## config.mk

```make
export PLATFORM = sky130hd
export DESIGN_NAME = memory_arbiter
export DESIGN_NICKNAME = d
export VERILOG_FILES = /design/src/rtl/memory_arbiter_pkg.sv /design/src/rtl/rr_arbiter2.sv /design/src/rtl/memory_arbiter.sv
export SDC_FILE = /design/constraint.sdc
export NUM_CORES = 1
export LEC_CHECK = 0
export ABC_CLOCK_PERIOD_IN_PS = 1400
export CORE_MARGIN = 4
export CORE_UTILIZATION = 29
export DETAILED_ROUTE_END_ITERATION = 10
export GPL_TIMING_DRIVEN = 0
export PLACE_DENSITY_LB_ADDON = 0.08
export REMOVE_ABC_BUFFERS = 1
export SLEW_MARGIN = 0
export SYNTH_ARGS = -nofsm -noshare
export SYNTH_HDL_FRONTEND = slang
export SYNTH_SLANG_ARGS = --single-unit
```

## constraint.sdc

```tcl
create_clock -name clock -period 1.4 [get_ports clock]
set_input_delay 0.14 -clock clock [delete_from_list [all_inputs] [get_ports clock]]
set_output_delay 0.14 -clock clock [all_outputs]
set_load 0.02 [all_outputs]
```

## src/rtl/memory_arbiter_pkg.sv

```systemverilog
// Shared types and constants for the two-port RAM arbiter.
package memory_arbiter_pkg;

  typedef enum logic [1:0] {
    GNT_NONE = 2'd0,
    GNT_A    = 2'd1,
    GNT_B    = 2'd2
  } grant_t;

  localparam logic [3:0]  WB_READ   = 4'b0000;
  localparam int unsigned NUM_LANES = 4;

endpackage

```

## src/rtl/rr_arbiter2.sv

```systemverilog
// Two-requester round-robin arbiter; a tie goes to the port not granted last.
module rr_arbiter2
  import memory_arbiter_pkg::*;
(
  input  logic clock,
  input  logic reset,
  input  logic i_req_a,
  input  logic i_req_b,
  output logic o_gnt_a,
  output logic o_gnt_b
);

  grant_t r_last_grant;
  grant_t w_grant;

  always_comb begin
    w_grant = GNT_NONE;
    if (i_req_a && i_req_b) begin
      w_grant = (r_last_grant == GNT_A) ? GNT_B : GNT_A;
    end else if (i_req_a) begin
      w_grant = GNT_A;
    end else if (i_req_b) begin
      w_grant = GNT_B;
    end
  end

  assign o_gnt_a = (w_grant == GNT_A);
  assign o_gnt_b = (w_grant == GNT_B);

  // Reset to B so that A wins the first tie.
  always_ff @(posedge clock or negedge reset) begin
    if (!reset) begin
      r_last_grant <= GNT_B;
    end else if (w_grant != GNT_NONE) begin
      r_last_grant <= w_grant;
    end
  end

endmodule

```

## src/rtl/memory_arbiter.sv

```systemverilog
// Merges instruction-fetch port A and load/store port B onto one RAM port,
// tagging reads so data returns to the right port one cycle later.
module memory_arbiter
  import memory_arbiter_pkg::*;
#(
  parameter int unsigned MEMORY_BUS_WIDTH = 32,
  parameter int unsigned ADDR_WIDTH       = 32
) (
  input  logic                        clock,
  input  logic                        reset,
  input  logic                        a_req,
  input  logic [ADDR_WIDTH-1:0]       a_addr,
  output logic                        a_ready,
  output logic                        a_rvalid,
  output logic [MEMORY_BUS_WIDTH-1:0] a_rdata,
  input  logic                        b_req,
  input  logic [NUM_LANES-1:0]        b_wb,
  input  logic [ADDR_WIDTH-1:0]       b_addr,
  input  logic [MEMORY_BUS_WIDTH-1:0] b_wdata,
  output logic                        b_ready,
  output logic                        b_rvalid,
  output logic [MEMORY_BUS_WIDTH-1:0] b_rdata,
  output logic                        mem_enable,
  output logic [NUM_LANES-1:0]        mem_wb,
  output logic [ADDR_WIDTH-1:0]       mem_addr,
  output logic [MEMORY_BUS_WIDTH-1:0] mem_wdata,
  input  logic [MEMORY_BUS_WIDTH-1:0] mem_rdata
);

  logic                        w_gnt_a;
  logic                        w_gnt_b;
  logic                        w_a_rvalid;
  logic                        w_b_rvalid;
  logic                        r_rd_pending;
  grant_t                      r_rd_owner;
  logic [MEMORY_BUS_WIDTH-1:0] r_a_rdata;
  logic [MEMORY_BUS_WIDTH-1:0] r_b_rdata;

  // Requests are masked while reset is held so no grant leaks out during reset.
  rr_arbiter2 u_rr_arbiter2 (
    .clock   (clock),
    .reset   (reset),
    .i_req_a (a_req & reset),
    .i_req_b (b_req & reset),
    .o_gnt_a (w_gnt_a),
    .o_gnt_b (w_gnt_b)
  );

  always_comb begin
    a_ready    = w_gnt_a;
    b_ready    = w_gnt_b;
    mem_enable = w_gnt_a | w_gnt_b;
    mem_wb     = WB_READ;
    mem_addr   = '0;
    mem_wdata  = '0;
    if (w_gnt_a) begin
      mem_addr = a_addr;
    end else if (w_gnt_b) begin
      mem_wb    = b_wb;
      mem_addr  = b_addr;
      mem_wdata = b_wdata;
    end
  end

  assign w_a_rvalid = r_rd_pending && (r_rd_owner == GNT_A);
  assign w_b_rvalid = r_rd_pending && (r_rd_owner == GNT_B);
  assign a_rvalid   = w_a_rvalid;
  assign b_rvalid   = w_b_rvalid;

  // RAM data is live during the rvalid cycle; the register holds it afterwards.
  assign a_rdata = w_a_rvalid ? mem_rdata : r_a_rdata;
  assign b_rdata = w_b_rvalid ? mem_rdata : r_b_rdata;

  always_ff @(posedge clock or negedge reset) begin
    if (!reset) begin
      r_rd_pending <= 1'b0;
      r_rd_owner   <= GNT_NONE;
      r_a_rdata    <= '0;
      r_b_rdata    <= '0;
    end else begin
      r_rd_pending <= w_gnt_a | (w_gnt_b && (b_wb == WB_READ));
      if (w_gnt_a) begin
        r_rd_owner <= GNT_A;
      end else if (w_gnt_b) begin
        r_rd_owner <= GNT_B;
      end
      if (w_a_rvalid) begin
        r_a_rdata <= mem_rdata;
      end
      if (w_b_rvalid) begin
        r_b_rdata <= mem_rdata;
      end
    end
  end

endmodule

```

; After elaboration in Yosys (flattened, before gate mapping)
; Cells that the tools add are included.
[op_classes]
eq_ne = 5
mux = 14
n_bitwise = 4
n_reduce_logical = 7
[ops]
columns = cell, n
row1 = 32-bit 2-to-1 mux, 6
row2 = 2-bit 2-to-1 mux, 6
row3 = 4-bit 2-to-1 mux, 2
row4 = 2-bit by 1-bit equality test with 1-bit output (second input constant), 3
row5 = 2-bit equality test (second input constant), 2
row6 = 1-bit logical AND, 4
row7 = 4-bit zero test, 1
row8 = 2-bit nonzero test, 2
row9 = 1-bit AND, 2
row10 = 1-bit OR, 2
[word_totals]
regBits = 69
input_bits = 136
out_inout_bits = 137
elab_cells = 35

; Longest topological paths before layout
[depth]
ltp_word = 7
mapped_depth = 4
mapped_depth_nobuf = 3

; Hierarchy
; Synthesis repeated with hierarchy kept, for this count alone.
[unflattened]
cells_unflattened = 241
hier_area_um2 = 3349.5
[modules_own_cells]
columns = module, instances, cells_per_inst, area_each_um2, seq_area_each_um2
row1 = memory_arbiter, 1, 232, 3250.6, 1676.6
row2 = rr_arbiter2, 1, 9, 98.8, 51.3

; Worst setup path before layout
; OpenSTA, ideal clock, no wires.
[synth_timing]
kind = register to output
startpoint = reg u_rr_arbiter2.r_last_grant[1]
endpoint = out mem_wb[0]
arrival_ns = 1.277
slack_ns = -0.017
stages_incl_launch_ff = 5
path_buffers = 1
path_cell_list = dfstp_2 nand2b_2 a21oi_4 buf_6 and2_1
[synth_between]
elab_chain_cells = 6
elab_cells_between_ends = 7
[synth_lines]
columns = item, line_no
row1 = start: declaration, rr_arbiter2.sv:13  ; grant_t r_last_grant;
row2 = start signal: assignment, rr_arbiter2.sv:35  ; r_last_grant <= w_grant;
row3 = 2-bit by 1-bit equality test with 1-bit output, rr_arbiter2.sv:19  ; w_grant = (r_last_grant == GNT_A) ? GNT_B : GNT_A;
row4 = 2-bit 2-to-1 mux, rr_arbiter2.sv:19
row5 = 2-bit 2-to-1 mux, rr_arbiter2.sv:18  ; if (i_req_a && i_req_b) begin
row6 = 2-bit equality test, rr_arbiter2.sv:28  ; assign o_gnt_b = (w_grant == GNT_B);
row7 = net b_ready, memory_arbiter.sv:20  ; output logic b_ready,
row8 = 4-bit 2-to-1 mux, memory_arbiter.sv:58  ; end else if (w_gnt_b) begin
row9 = 4-bit 2-to-1 mux, memory_arbiter.sv:56  ; if (w_gnt_a) begin
row10 = end: declaration, memory_arbiter.sv:24  ; output logic [NUM_LANES-1:0] mem_wb,
; The timed path passes the listed nets, and every way through them passes these cells.

; Final worst setup path
[layout_timing]
startpoint = reg r_rd_owner[0]
endpoint = out b_rdata[7]
[layout_between]
elab_chain_cells = 3
[layout_lines]
columns = item, line_no
row1 = start: declaration, memory_arbiter.sv:35  ; grant_t r_rd_owner;
row2 = start signal: assignment, memory_arbiter.sv:77  ; r_rd_owner <= GNT_NONE;
row3 = start signal: assignment, memory_arbiter.sv:83  ; r_rd_owner <= GNT_A;
row4 = start signal: assignment, memory_arbiter.sv:85  ; r_rd_owner <= GNT_B;
row5 = 2-bit equality test, memory_arbiter.sv:66  ; assign w_b_rvalid = r_rd_pending && (r_rd_owner == GNT_B);
row6 = 1-bit logical AND, memory_arbiter.sv:66
row7 = 32-bit 2-to-1 mux, n/a
row8 = end: declaration, memory_arbiter.sv:22  ; output logic [MEMORY_BUS_WIDTH-1:0] b_rdata,
; No other way between the ends.

==> metrics.md <==
| Metric | Value |
|---|---|
| Antenna cells | `0` |
| Slew @ Worst Pin | `between 300 and 400 ps` |
| DR DRC count | `0` |
| Max Root-Sink Buffers | `2` |
| Synth Cell Area | `about 3300 um2` |
| First drt pass iteration count | `4` |
| Cell Area, Placed | `approximately 6000 um2` |
| Synth Instances | `approximately 240` |
| Setup WS pre-CTS | `-1700 ps` |
| Final worst-path cycle share | `138%` |
| FILL cells | `around 800` |
| Initial DRC Count | `~130` |
| Startpoint types | `flip-flop` |
| Cell variety after synth | `18` |
| Crit end category | `primary output` |
| Yosys warns | `0` |
| Hpwl dp | `a little under 10000 um` |
| WP data required | `around 1300 ps` |
| Total gr overflow | `0` |
| Via/cell ratio | `4.66` |
| Count of state elements after synthesis | `roughly 70` |
| Core area | `10900 um2` |
| Fin util | `between 70% and 80%` |
| IO buf count | `around 270` |
| Grt met3 use | `under 10%` |
| Met2 usage | `41.0%` |
| Pwr Total | `about 12 mW` |
| Routed Antenna Nets | `0` |
| Die Footprint | `~13000 um2` |
| Fraction of synthesized cell area taken by the top area cell type | `a little over half` |
| Worst vdd ir | `between 1 and 1.5 mV` |
| Main flop type after synthesis | `dfrtp_1` |
| Final non-filler cell total | `roughly 730` |
| Setup WS post-layout | `-536 ps` |
| Outcome | `complete, but fails checks` |
| Clock Skews | `3.00 ps` |
| Slowest CP cell | `dfrtp_2` |
| Relative slew slack | `76.0%` |
| P per Cell Area | `between 1500 and 2000 nW/um2` |
| Clock sink total | `69` |
| Failing checks | `negative hold slack, negative setup slack` |
| Clock transition at path regs | `roughly 50 ps` |
| Die X | `~110 um` |
| Unrepaired setup endpoints after global routing | `yes` |
| Min-Delay Path Class | `in2async` |
| Area delta synth->final | `135%` |
| WL per Instance | `between 20 and 25 um` |
| EDFF count, synth | `0` |
| Initial Util | `29.9%` |
| H-tree depth | `3` |
| Max-capacitance violation count | `0` |
| Final-report setup violation count | `around 160` |
| GRT busiest layer | `met2` |
| Critical path arrival | `1800 ps` |
| Root buf cell | `clkbuf_16` |
| Routability cong. | `approximately 0.78` |
| TritonCTS Buffers | `9` |
| Dominant cell by count in the synthesized netlist | `dfrtp_1` |
| Crit path largest cell delay | `460 ps` |
| First-pass GRT wire length | `21800 um` |
| Pin count of the biggest net entering global routing | `75` |
| Max frequency | `between 500 and 600 MHz` |
| Num ports | `roughly 270` |
| Reg2reg end | `r_b_rdata[12]$_DFF_PN0_` |
| Share of layout cells above drive strength 1 | `a little under three fifths` |
| Leakage | `3.78 nW` |
| Internal reg-to-reg setup slack | `-170 ps` |
| DRT Wirelength | `about 15000 um` |
| Final Cell Area | `7680 um2` |
| Top post-synthesis cells by area | `dfrtp_1, mux2_2, a22o_1` |
| Cell taking the most area after synthesis | `dfrtp_1` |
| Die H | `between 100 and 150 um` |
| Share of the yosys chip area belonging to registers | `approximately 53%` |
| Via count | `3400` |
| Ys async rst share | `100%` |
| Critical path cell sequence | `buf_6, nand3b_4, mux2_2, clkdlybuf4s15_2` |
| Worst r2r src | `r_rd_owner[1]$_DFFE_PN0P_` |
| Slew Limit Fails | `0` |
| Row count | `38` |
| Met1 Use GR | `23.2%` |
| GRT Resource Usage Total | `between 20 and 25%` |
| Syn Area/Cell | `13.8 um2` |
| Most common library cells after synthesis | `dfrtp_1, mux2_2, and2_1` |
| CTS tree | `done` |
| Dpl cells | `around 630` |
| Hold Fails Final Rpt | `68` |
| TNS Setup | `-59230 ps` |
| Vias in the first global route | `around 3.7k` |
| WHS | `-293 ps` |
| Clk_lat worst skew | `320 ps` |
| Tmin final | `roughly 1900 ps` |
| NumNets Final | `about 720` |
| CP Class | `reg2out` |
| Crit-path max FO | `8` |
| Initial antenna violation count | `2` |
| Cells on worst reg2reg path | `6` |
-- kinds of logic after synthesis --
logic type	count (synthesis)	synth area share (%)
flip-flops	69	52.9
multiplexers	64	22.0
AND/OR/NAND/NOR	44	8.50
AO/OA/AOI/OAI	40	10.9
buffers and inverters	20	5.74
-- registers in the layout (all words and copies together) (netlist names) --
| register | cells |
|---|---|
| r_a_rdata | 32 |
| r_b_rdata | 32 |
| r_rd_owner | 2 |
| u_rr_arbiter2.r_last_grant | 2 |
| r_rd_pending | 1 |
-- layout make-up --
cell class                      count  area (um2)  share of cell area [%]
Clock buffer                       14         274                    3.57
Multi-Input combinational cell    154        1740                    22.6
Inverter                            4        17.5                   0.228
Sequential cell                    69        1730                    22.6
Tap cell                          140         175                    2.28
Timing Repair Buffer              347        3740                    48.7
Clock inverter                      1        5.00                  0.0652
-- report_power, final --
part / switching [mW] / internal [mW]
clock network: 0.760 / 1.33
logic: 2.86 / 3.71
registers: 0.295 / 2.84
-- how the worst max path moves through the flow --
stage / slack [ps] / to / cells past startpoint / start
finish: -540 / b_rdata[7] / 4 / r_rd_owner[0]$_DFFE_PN0P_
global route: -590 / b_rdata[7] / 4 / r_rd_owner[0]$_DFFE_PN0P_
CTS: -560 / b_rdata[31] / 4 / r_rd_owner[0]$_DFFE_PN0P_
detailed placement: -1700 / mem_addr[28] / 6 / reset
global placement: -4280 / mem_addr[28] / 5 / reset
floorplan: -520 / mem_addr[0] / 3 / u_rr_arbiter2.r_last_grant[1]$_DFFE_PN1P_
-- critical path, delay by kind of cell (launching register included) --
family | cells | cell delay, ps
buffers and inverters | 2 | 400
DFF | 1 | 460
muxes | 1 | 340
and+or+nand+nor | 1 | 270
-- what timing repair did --
action | CTS | global route
gates resized for setup | 780 | 143
cloned | 8 | 3
setup endpoints to repair | 206 | 164
buffers inserted | 53 | 23
pin swaps | 10 | 12
hold endpoints to repair | 68 | 68
-- placed cells by master, fill, tap and decap left out, types with 4 or more instances in the layout --
cell type	n
buf_12	14
a22o_1	32
and2_4	14
buf_2	17
dfrtp_1	64
clkbuf_16	10
dfrtp_2	4
mux2_4	54
mux2_2	10
buf_6	152
nand3b_4	6
clkdlybuf4s50_1	132
clkdlybuf4s15_2	7
buf_4	18
and2_1	22
-- metal layers --
layer	up-vias	routed length, um	share of wire (%)
met4	4	443	2.9
met2	161	8360	54
met5	-	26	0.17
li1	1557	-	-
met3	30	1250	8.1
met1	1648	5330	35
No activity file was read; power rests on OpenSTA's default activity.
